===== src/rtl/instr_prefetch_ir.sv =====
// Prefetch queue in front of the instruction register.
// Words enter a DEPTH-entry FIFO; IRload moves the head into ir_out. All state updates on the falling clock edge.
module instr_prefetch_ir #(
    parameter int WIDTH = 16,
    parameter int DEPTH = 4,
    parameter int PTR_W = 2
) (
    input  logic               clk,
    input  logic               rst,
    input  logic               flush,
    input  logic               wr_valid,
    input  logic [WIDTH-1:0]   wr_data,
    output logic               wr_ready,
    input  logic               IRload,
    input  logic               shadow,
    output logic [WIDTH-1:0]   ir_out,
    output logic               ir_valid,
    output logic [WIDTH/2-1:0] ir_half,
    output logic [PTR_W:0]     count,
    output logic               empty,
    output logic               full
);

    logic [WIDTH-1:0] r_mem [DEPTH];
    logic [PTR_W-1:0] r_wr_ptr;
    logic [PTR_W-1:0] r_rd_ptr;
    logic [PTR_W:0]   r_count;
    logic [WIDTH-1:0] r_ir;
    logic             r_ir_valid;

    logic w_empty;
    logic w_full;
    logic w_push;
    logic w_pop;

    assign w_empty = (r_count == '0);
    assign w_full  = (r_count == (PTR_W+1)'(DEPTH));
    assign w_push  = wr_valid & ~w_full;
    // Pop sees the pre-edge count, so a word pushed on this edge is never loaded.
    assign w_pop   = IRload & ~w_empty;

    always_ff @(negedge clk) begin
        if (rst) begin
            r_wr_ptr   <= '0;
            r_rd_ptr   <= '0;
            r_count    <= '0;
            r_ir       <= '0;
            r_ir_valid <= 1'b0;
        end else if (flush) begin
            r_wr_ptr   <= '0;
            r_rd_ptr   <= '0;
            r_count    <= '0;
            r_ir_valid <= 1'b0;
        end else begin
            if (w_push) begin
                r_mem[r_wr_ptr] <= wr_data;
                r_wr_ptr        <= r_wr_ptr + 1'b1;
            end
            if (IRload) begin
                r_ir_valid <= w_pop;
                if (w_pop) begin
                    r_ir     <= r_mem[r_rd_ptr];
                    r_rd_ptr <= r_rd_ptr + 1'b1;
                end
            end
            case ({w_push, w_pop})
                2'b10:   r_count <= r_count + 1'b1;
                2'b01:   r_count <= r_count - 1'b1;
                default: r_count <= r_count;
            endcase
        end
    end

    assign wr_ready = ~w_full;
    assign empty    = w_empty;
    assign full     = w_full;
    assign count    = r_count;
    assign ir_out   = r_ir;
    assign ir_valid = r_ir_valid;
    assign ir_half  = shadow ? r_ir[WIDTH/2-1:0] : r_ir[WIDTH-1:WIDTH/2];

endmodule

===== config.mk =====
export PLATFORM = sky130hd
export DESIGN_NAME = instr_prefetch_ir
export DESIGN_NICKNAME = d
export VERILOG_FILES = /design/src/rtl/instr_prefetch_ir.sv
export SDC_FILE = /design/constraint.sdc
export NUM_CORES = 1
export LEC_CHECK = 0
export CORE_MARGIN = 1
export CORE_UTILIZATION = 35
export CTS_CLUSTER_SIZE = 14
export DETAILED_ROUTE_END_ITERATION = 8
export PLACE_DENSITY = 0.67
export SYNTH_ARGS = -nofsm -noshare
export SYNTH_HDL_FRONTEND = slang
export SYNTH_SLANG_ARGS = --single-unit

===== constraint.sdc =====
create_clock -name clk -period 2.3 [get_ports clk]
set_input_delay 0.23 -clock clk [delete_from_list [all_inputs] [get_ports clk]]
set_output_delay 0.23 -clock clk [all_outputs]
set_load 0.1 [all_outputs]

==> flow_metrics.tcl <==
set metrics [dict create \
    outcome "complete, but fails checks" \
    failed_checks "setup timing" \
    cts.sinks 88 \
    antenna_found_initial 0 \
    portBuffers 52 \
    slowest_stage "or3b_4" \
    start_util 0.364 \
    fin_skew_ps 30.6 \
    nets 416 \
    postPlaceCellArea_mm2 0.00468 \
    cp-end-kind "output port" \
    layout_commonest_cell "inv_1" \
    required_ps 2070 \
    syn_nets 215 \
    fin_hold_ws_ps 507 \
    area_growth_pct 67.0 \
    crit_buf_inv 2 \
    synth_cell_types 29 \
    cts_max_level 3 \
    yosysSeqAreaShare 0.708 \
    irDropWorstVdd_mv 0.373 \
    layout.cells.non_filler 522 \
    yosys.area_share.simple 0.0295 \
    dp.cells 380 \
    fin_area_mm2 0.00566 \
    syn-cell-area_mm2 0.00339 \
    ys_seq_elements 88 \
    synth_top_family_by_area "multiplexers" \
    critPathArrivalTime_ps 2570 \
    rsz0062_at_grt "true" \
    path_delay_family "simple AND/OR/NAND/NOR gates" \
    synth_adder_area_share 0.0244 \
    drc 0 \
    dp_slack_ps -989 \
    final_cell_mix "95 x inv_1, 64 x edfxtp_1, 38 x buf_12, 32 x buf_4" \
    critical_path_peak_fanout 4 \
    dp_hpwl_um 4180 \
    yosys_warnings 0 \
    drive_gt1_frac 0.425 \
    synth_area_per_cell_um2 18.1 \
    hold_viol_final 0 \
    grt_max_degree 17 \
    crit_chain "or3b_4, inv_8, buf_12" \
    wl_per_cell_um 14.4 \
    leakage_nw 2.42 \
    num_antenna_cells 0 \
    cts_root_buf "clkbuf_8" \
    synthMuxAreaShare 0.133 \
    worstSetupStartpointType "flop" \
    ant_nets 0 \
    grt_pass1_wl_um 12200 \
    first_iter_violations 79 \
    power_mw 3.75 \
    grt_overflow 0 \
    fin_tns_setup_ps -5310 \
    cts_buffers 9 \
    synth_compound_area_frac 0.0668 \
    dieArea_mm2 0.0101 \
    worstMarginPinSlew_ps 414 \
    clk_pin_slew_ps 40 \
    worst-setup-path-type "flop to output port" \
    die_y_um 100 \
    drv_cap 0 \
    clock_path_buffers 2 \
    rows 35 \
    slowest_delay_ps 460 \
    fin_ws_ps -503 \
    gp_congestion 0.745 \
    power.density_mw_per_mm2 663 \
    synth_cells 187 \
    dieWidth_um 100 \
    slew_headroom 0.723 \
    drt-vias-per-instance 4.58 \
    ios 53 \
    finalWirelength_um 7510 \
    grt_pass1_vias 2724 \
    hold_path.class "flop to flop" \
    core_area_mm2 0.00933 \
    synth-xor-area-share 0.0103 \
    utilization 0.607 \
    grt_usage 0.165 \
    finalSetupViolations 30 \
    finalMaxSlewViolations 0 \
    insertion_delay_ps 410 \
    first_pass_iters 4 \
    vias 2393 \
    cts_tree "done" \
]
-- power breakdown --
part / internal, mW / leakage, nW / switching (mW)
logic: 0.182 / 1.06 / 0.209
clock network: 0.702 / 0.576 / 0.931
registers: 1.72 / 0.788 / 0.0118
-- cells by family after synthesis --
| kind of cell | after synthesis |
|---|---|
| compound gates | 27 |
| flops | 88 |
| buf+inv | 19 |
| mux | 24 |
| xor+xnor | 4 |
| fa+ha+maj | 6 |
| simple gates | 19 |
-- worst register-to-register path, cell delays in order, from the launching register on --
cell and delay, ps:
dfxtp_2 320, or3b_4 470, inv_8 80, buf_4 120
nor2_4 40, inv_2 60, ha_4 130, inv_2 40
fa_2 340, xor2_1 150, or3_1 310, a21oi_1 130
-- cell usage after synthesis (all sizes together) --
library cell / instances / area share
o311ai: 1 / 0.0026
nor2: 8 / 0.0096
fa: 1 / 0.0059
and3: 4 / 0.0074
buf: 6 / 0.013
mux4: 16 / 0.11
mux2: 8 / 0.027
or3b: 1 / 0.0026
a22o: 16 / 0.041
clkbuf: 2 / 0.0022
ha: 5 / 0.018
xor2: 3 / 0.0078
or2: 1 / 0.0018
nand3: 2 / 0.0030
dfxtp: 24 / 0.14
o31ai: 1 / 0.0063
nand2b: 1 / 0.0018
a21oi: 6 / 0.012
o21ai: 3 / 0.0044
xnor2: 1 / 0.0026
or3: 1 / 0.0018
edfxtp: 64 / 0.57
inv: 11 / 0.012
nor3: 1 / 0.0015
-- layout make-up --
cell class,count,area (µm²)
clock buffer,9,124
clock inverter,95,398
fill,704,3660
inverter,10,45.0
multi-input combinational,80,983
sequential,88,2470
tap,129,161
timing repair buffer,111,1480
-- flip-flops by register name, indices dropped and copies added, names as in the netlist --
| register | count |
|---|---|
| count | 3 |
| r_rd_ptr | 2 |
| ir_out | 16 |
| r_wr_ptr | 2 |
| ir_valid | 1 |
| r_mem | 64 |
-- metal layers --
layer,share of wire,wire length (µm),track usage,up-vias
met5,0,0,0,-
met2,0.53,3990,0.270,78
met3,0.055,414,0.0836,14
met1,0.39,2950,0.166,1164
met4,0.021,155,0.104,0
li1,-,-,-,1137
-- path summary, 6_finish.rpt --
path	startpoint	to	slack, ps	cells past startpoint
hold reg to reg	ir_out[1]$_SDFFE_NP0P_	ir_out[1]$_SDFFE_NP0P_	510	1
hold / removal	ir_out[1]$_SDFFE_NP0P_	ir_out[1]$_SDFFE_NP0P_	510	1
setup reg to reg	count[1]$_SDFFE_NP0P_	count[2]$_SDFFE_NP0P_	40	11
setup / recovery	count[1]$_SDFFE_NP0P_	full	-500	3
-- timing repair --
item	4_1_cts	5_1_grt
endpoints found under the setup margin	113	35
gates resized for setup	40	11
endpoints found under the hold margin	0	0
pin swaps	10	3
hold buffers	0	0
buffers inserted	30	15
cloned	2	0
(Power assumes the default switching activity.)
